### config.mk
export PLATFORM = sky130hd
export DESIGN_NAME = dense_frame_loader
export DESIGN_NICKNAME = d
export VERILOG_FILES = /design/src/rtl/dense_frame_loader.sv
export SDC_FILE = /design/constraint.sdc
export NUM_CORES = 1
export LEC_CHECK = 0
export ABC_AREA = 1
export ABC_CLOCK_PERIOD_IN_PS = 2730
export BUFFER_PORTS_ARGS = -buffer_cell sky130_fd_sc_hd__buf_2
export CAP_MARGIN = 20
export CORE_MARGIN = 5
export CORE_UTILIZATION = 35
export CTS_CLUSTER_DIAMETER = 200
export CTS_CLUSTER_SIZE = 20
export DETAILED_ROUTE_END_ITERATION = 6
export PLACE_DENSITY = 0.49
export SETUP_SLACK_MARGIN = 0.02
export SLEW_MARGIN = 20
export SYNTH_ARGS = -nofsm -noshare
export SYNTH_HDL_FRONTEND = slang
export SYNTH_SLANG_ARGS = --single-unit
### constraint.sdc
create_clock -name clk -period 2.73 [get_ports clk]
set_clock_uncertainty 0.2 [all_clocks]
set_input_delay 0.546 -clock clk [delete_from_list [all_inputs] [get_ports clk]]
set_output_delay 0.546 -clock clk [all_outputs]
set_load 0.01 [all_outputs]
### src/rtl/dense_frame_loader.sv
// Serial-to-parallel frame loader for the 20x6-bit dense classifier, double-buffered
// with framing checks. Define DENSE_LOADER_CNT_EN to add frame_cnt/drop_cnt outputs.
module dense_frame_loader #(
  parameter int NUM_FEAT = 20,
  parameter int FEAT_W   = 6
) (
  input  logic                       clk,
  input  logic                       rst_n,
  input  logic                       s_valid,
  output logic                       s_ready,
  input  logic [FEAT_W-1:0]          s_data,
  input  logic                       s_last,
  output logic                       m_valid,
  input  logic                       m_ready,
  output logic [NUM_FEAT*FEAT_W-1:0] m_feat,
  output logic                       frame_err
`ifdef DENSE_LOADER_CNT_EN
  ,
  output logic [15:0]                frame_cnt,
  output logic [15:0]                drop_cnt
`endif
);
  localparam int IDX_W = (NUM_FEAT > 1) ? $clog2(NUM_FEAT) : 1;
  localparam logic [IDX_W-1:0] LAST_IDX = IDX_W'(NUM_FEAT - 1);

  typedef enum logic [1:0] {FILL, DROP, COMMIT} state_t;

  state_t                              state_q, state_d;
  logic [IDX_W-1:0]                    idx_q, idx_d;
  logic [NUM_FEAT-1:0][FEAT_W-1:0]     fill_q, fill_d;
  logic [NUM_FEAT-1:0][FEAT_W-1:0]     out_q, out_d;
  logic                                m_valid_q, m_valid_d;
  logic                                err_q, err_d;

  logic             commit_ok, commit, fill_act, acc;
  logic [IDX_W-1:0] cur_idx;

  // State register (all flops)
  always_ff @(posedge clk) begin
    if (!rst_n) begin
      state_q   <= FILL;
      idx_q     <= '0;
      fill_q    <= '0;
      out_q     <= '0;
      m_valid_q <= 1'b0;
      err_q     <= 1'b0;
    end else begin
      state_q   <= state_d;
      idx_q     <= idx_d;
      fill_q    <= fill_d;
      out_q     <= out_d;
      m_valid_q <= m_valid_d;
      err_q     <= err_d;
    end
  end

  // Output/control decode. A committing cycle also accepts a beat, which
  // becomes slot 0 of the next frame so back-to-back streams lose nothing.
  always_comb begin
    commit_ok = !m_valid_q || m_ready;
    commit    = (state_q == COMMIT) && commit_ok;
    fill_act  = (state_q == FILL) || commit;
    s_ready   = rst_n && ((state_q != COMMIT) || commit_ok);
    acc       = s_valid && s_ready;
    cur_idx   = (state_q == COMMIT) ? '0 : idx_q;
    m_valid   = m_valid_q;
    m_feat    = out_q;
    frame_err = err_q;
  end

  // Next-state and datapath
  always_comb begin
    state_d   = state_q;
    idx_d     = idx_q;
    err_d     = 1'b0;
    fill_d    = fill_q;
    out_d     = commit ? fill_q : out_q;
    m_valid_d = commit ? 1'b1 : ((m_valid_q && m_ready) ? 1'b0 : m_valid_q);
    case (state_q)
      COMMIT: if (commit_ok) begin
        state_d = FILL;
        idx_d   = '0;
      end
      DROP: if (acc && s_last) begin
        state_d = FILL;
        idx_d   = '0;
      end
      default: ;
    endcase
    if (fill_act && acc) begin
      fill_d[cur_idx] = s_data;
      if (cur_idx == LAST_IDX) begin
        idx_d = '0;
        if (s_last) begin
          state_d = COMMIT;
        end else begin
          state_d = DROP;
          err_d   = 1'b1;
        end
      end else if (s_last) begin
        state_d = FILL;
        idx_d   = '0;
        err_d   = 1'b1;
      end else begin
        idx_d = cur_idx + 1'b1;
      end
    end
  end

`ifdef DENSE_LOADER_CNT_EN
  logic [15:0] frame_cnt_q, frame_cnt_d, drop_cnt_q, drop_cnt_d;

  always_comb begin
    frame_cnt_d = commit ? frame_cnt_q + 16'd1 : frame_cnt_q;
    drop_cnt_d  = err_d ? drop_cnt_q + 16'd1 : drop_cnt_q;
    frame_cnt   = frame_cnt_q;
    drop_cnt    = drop_cnt_q;
  end

  always_ff @(posedge clk) begin
    if (!rst_n) begin
      frame_cnt_q <= '0;
      drop_cnt_q  <= '0;
    end else begin
      frame_cnt_q <= frame_cnt_d;
      drop_cnt_q  <= drop_cnt_d;
    end
  end
`endif

endmodule

# ---- Yosys cells after proc, flatten, opt, wreduce, memory -nomap -nowiden
# Index checks and enable logic that the tools add are counted.
dict set report totals {
  register_bits 249
  input_bits 11
  output_inout_bits 123
  word_cells 91
}
dict set report op_classes {
  addsub 1
  n_lt_le_gt_ge 2
  n_eq_ne 6
  n_mux 22
  reduce_logical 16
}
# op count
set op_table {}
lappend op_table {{bitwise mux 120 bit} 1}
lappend op_table {{demux 6 bit (select 5 bit)} 1}
lappend op_table {{two-way mux 5 bit} 6}
lappend op_table {{two-way mux 2 bit} 6}
lappend op_table {{case mux 5 bit (2 select lines)} 1}
lappend op_table {{logical AND 1 bit} 7}
lappend op_table {{less-than comparator 5 x 6 -> 1 bit, second input constant} 1}
lappend op_table {{two-way mux 6 bit} 1}
lappend op_table {{adder 5 x 1 -> 5 bit, second input constant} 1}
lappend op_table {{== test 5 bit, second input constant} 1}
lappend op_table {{>= comparator 5 x 1 -> 1 bit, second input constant} 1}
lappend op_table {{two-way mux 1 bit} 5}
lappend op_table {{case mux 2 bit (2 select lines)} 1}
lappend op_table {{logical OR 1 bit} 3}
lappend op_table {{inequality test 3 x 2 -> 1 bit, second input constant} 1}
lappend op_table {{inequality test 3 bit, second input constant} 1}
lappend op_table {{AND reduction 3 bit} 1}
lappend op_table {{nonzero test 3 bit} 1}
lappend op_table {{== test 2 x 1 -> 1 bit, second input constant} 1}
lappend op_table {{== test 2 bit, second input constant} 1}
lappend op_table {{zero test 2 bit} 1}
lappend op_table {{inequality test 2 bit, second input constant} 1}
lappend op_table {{AND reduction 2 bit} 1}
lappend op_table {{nonzero test 2 bit} 1}
lappend op_table {{zero test 1 bit} 1}

# ---- Logic depth before layout (Yosys ltp)
dict set report logic_depth {
  ltp_word 11
  ltp_mapped 12
  depth_no_buf 12
}

# ---- Least setup slack after synthesis
# OpenSTA, ideal clock, no wires.
dict set report synth_path {
  path_kind {register to register}
  from {register state_q[0]}
  to {register fill_q[71] (netlist name)}
  setup_ps 132
  t_arrival_ps 1839
  required_ps 2398
  path_slack_ps 559
  stages_incl_launch_ff 12
  path_buffers 0
  synth_period_minus_slack_ps 2171
  path_cell_list {dfxtp_1 > inv_1 > ha_1 > inv_2 > nand2_1 > inv_1 > ha_1 > inv_1 > nor2_1 > nand2_2 > nand2_1 > a21oi_1}
}
dict set report synth_via {
  elab_chain_len 7
  word_cells_on_any_way 16
  cone_classes {order compare (2); eq/ne (2); mux (4); reduce/logical (8)}
}
# element line
set synth_rtl {}
lappend synth_rtl {{start, declared} 28} ;# state_t state_q, state_d;
lappend synth_rtl {{start signal, assigned} 48} ;# state_q <= state_d;
lappend synth_rtl {{== test 2 bit} {61, 65}}
lappend synth_rtl {{two-way mux 5 bit} 65} ;# cur_idx = (state_q == COMMIT) ? '0 : idx_q;
lappend synth_rtl {{less-than comparator 5 x 6 -> 1 bit (not written as such) or >= comparator 5 x 1 -> 1 bit (tied branches)} 91} ;# fill_d[cur_idx] = s_data;
lappend synth_rtl {{logical AND 1 bit (not written as such)} 91}
lappend synth_rtl {{two-way mux 6 bit (not written as such)} 91}
lappend synth_rtl {{demux 6 bit (select 5 bit)} 91}
lappend synth_rtl {{bitwise mux 120 bit} 91}
lappend synth_rtl {{end signal, assigned} 50} ;# fill_q <= fill_d;
lappend synth_rtl {{end, declared} 30} ;# logic [NUM_FEAT-1:0][FEAT_W-1:0] fill_q, fill_d;
# Several ways; a longest one is shown, not always the timed one.
# A chain may end at the register's enable or synchronous reset.

# ---- Worst setup path after layout
dict set report layout_path {
  from {register state_q[0]}
  to {register fill_q[61] (netlist name)}
}
# Same word-level chain as after synthesis.

==> results.cfg <==
[pwr]
internal-power_mw = 4.812
switching_share_pct = 22.77
p_clk_share_pct = 37.6
ir_worst_vdd_uv = 484.3
pwr_density_cell_nw_per_um2 = 587.0
total_power_mw = 6.231
p_leak_nw = 3.981
pwr-share-seq_pct = 58.4
combPwrFrac_pct = 4.0
p_sw_mw = 1.419

[setup_path]
reg2reg_slack_ns = 0.26
required_ns = 2.91
critPathLaunchType = flop
reg2reg_from = state_q[0]$_SDFF_PN0_
ff2ff_path_depth = 11
worst_ep_arrival_time_ns = 2.65
worstSetupEndpointType = flop
worstSetupPathType = flop to flop
crit_fanout = 7
r2r_end = fill_q[61]$_SDFFE_PN0P_

[sta]
finalSetupViolations = 0
fmax_mhz = 405.1
worstMarginPinSlew_ns = 0.6462
fin_crit_sh_pct = 90.43
whs_ns = 0.1958
fin_setup_tns_ns = 0
timing_hold_violations_final = 0
slew_viol_final = 0
period_needed_ns = 2.469
max_slew_margin_pct = 56.92
rsz0062_at_grt = no

[placed_design]
portBuffers = 133
place_congestion = 0.7892
dp.cells = 1581
dp_hpwl_microns = 15230
placement.cell_area_sq_um = 10170

[synth]
syn_area_sq_um = 9239
ys_ff_latch = 249
avgSynthCellArea_sq_um = 7.816
ys_types = 21
ys_warn_count = 0
ys_seq_area_share_pct = 53.95
synth_nets = 1200
synthCells = 1182

[hold_path]
min_path_type = primary input to flop
min_path_cells = 3
hold_path.startpoint = s_last
min_to = state_q[1]$_SDFF_PN0_

[routing]
drc_errors = 0
vias = 7764
dr.first_iter.drc_count = 475
detail-route-antenna-nets = 0
vias_per_cell = 4.856
drt-pass1-iter-count = 4
drt_wl_total_microns = 24590
wl_per_cell_microns = 15.38

[cts]
ctsResizeCount = 0
cts_buffers = 16
clk-insertion-delay-late_ns = 0.50
clk_pin_slew_ns = 0.08
post-cts-setup-buffers = 0
cts_hold_buf = 0
clock_sinks = 249
cts_max_path_buffers = 3
tritoncts = yes
h-tree-depth = 1
root_buffer = clkbuf_16

[run]
maxCapViolations = 0

[final_layout]
drive_above_1_share_pct = 16.30
layout_commonest_cell = dfxtp_1
antennaDiodeCount = 0
final_cell_area_sq_um = 10620
area_delta_synth_final_pct = 14.90
final_cell_mix = 249 x dfxtp_1, 245 x nor2_1, 148 x nand2_1
fillers = 2726
final_cells = 1599
final_nets = 1282

[die]
die_width_microns = 172.5
initial_utilization_pct = 35.45
die_area_sq_um = 29750
core_area_sq_um = 26060
die_h_microns = 172.5
num_io_pins = 134
row_count = 59

[outcome]
status = completed

[grt]
grt_pass1_vias = 7429
globalRouteTotalUtil_pct = 16.17
antenna_found_initial = 2
grt_start_max_net_pins = 126
grt_pass1_wl_microns = 39460
grt_overflow = 0
layer usage:
metal	global-route usage, %	wire (microns)	vias up
met5	0	21	-
met4	2.768	264	4
met3	2.492	1163	20
met2	25.37	10790	123
met1	23.89	12350	3573
li1	-	-	4044
stage by stage:
step	utilization, %	setup slack (ns)
CTS	40.74	0.2569
global placement	39.04	0.3238
finish	40.74	0.2613
global route	40.74	0.05704
floorplan	-	0.5591
detailed placement	39.04	0.2973
logic make-up after synthesis:
group / after synthesis / share of synthesized area, %
adders and majority gates: 7 / 0.9480
DFF: 249 / 53.95
buffers and inverters: 106 / 4.984
xor gates and xnor gates: 1 / 0.09482
and+or+nand+nor: 568 / 26.42
AOI/OAI and AO/OA: 251 / 13.60
how the worst max path moves through the flow:
stage / startpoint / end / slack (ns) / cells after the start
3_5_place_dp: state_q[0]$_SDFF_PN0_ / fill_q[62]$_SDFFE_PN0P_ / 0.30 / 11
4_1_cts: state_q[0]$_SDFF_PN0_ / s_ready / 0.26 / 6
6_report: state_q[0]$_SDFF_PN0_ / fill_q[61]$_SDFFE_PN0P_ / 0.26 / 11
3_3_place_gp: state_q[0]$_SDFF_PN0_ / fill_q[61]$_SDFFE_PN0P_ / 0.32 / 11
5_1_grt: state_q[0]$_SDFF_PN0_ / fill_q[63]$_SDFFE_PN0P_ / 0.06 / 11
2_1_floorplan: state_q[0]$_SDFF_PN0_ / fill_q[71]$_SDFFE_PN0P_ / 0.56 / 11
critical path: stages, from the launching register on:
cell,delay (ns)
dfxtp_1,0.36
inv_1,0.07
ha_1,0.28
inv_2,0.13
nand2_1,0.10
inv_1,0.10
ha_1,0.14
inv_1,0.16
nor2_1,0.48
nand2_2,0.19
nand2_1,0.09
a21oi_1,0.06
state kept, by name, summed over array words and instances, names as in the netlist:
signal and cells:
fill_q 120, frame_err 1, idx_q 5, m_feat 120
m_valid 1, state_q 2
synthesized netlist by cell type:
cell / n / share of area [%]
buf_4: 9 / 0.73
nor2_2: 13 / 0.88
nand3_2: 3 / 0.33
nand2_2: 15 / 1.0
o21ai_0: 122 / 6.6
ha_1: 7 / 0.95
nand3_1: 132 / 7.2
nor2_4: 5 / 0.61
nand2_1: 149 / 6.1
inv_2: 4 / 0.16
dfxtp_1: 249 / 54
xor2_1: 1 / 0.095
nand3b_1: 2 / 0.16
buf_2: 17 / 0.92
nand4_1: 4 / 0.27
inv_1: 21 / 0.85
buf_6: 1 / 0.12
buf_1: 1 / 0.041
a21oi_1: 129 / 7.0
clkbuf_1: 53 / 2.2
nor2_1: 245 / 10
layout make-up:
class | count | area (sq um) | share of cell area (%)
inverter | 25 | 98.84 | 0.9312
multi-input combinational | 827 | 3812 | 35.91
clock buffer | 17 | 425.4 | 4.008
timing repair buffer | 145 | 858.3 | 8.086
sequential | 249 | 4985 | 46.96
clock inverter | 1 | 16.27 | 0.1532
tap | 335 | 419.2 | 3.949
power by group through the flow:
stage          Combinational [mW]  Sequential (mW)  Clock (mW)
5_1_grt                     0.273             3.64        2.57
6_report                    0.249             3.64        2.34
3_3_place_gp                0.249             3.72           0
2_1_floorplan               0.167             3.72           0
3_5_place_dp                0.252             3.72           0
4_1_cts                     0.253             3.64        2.44
(Power assumes the default switching activity.)
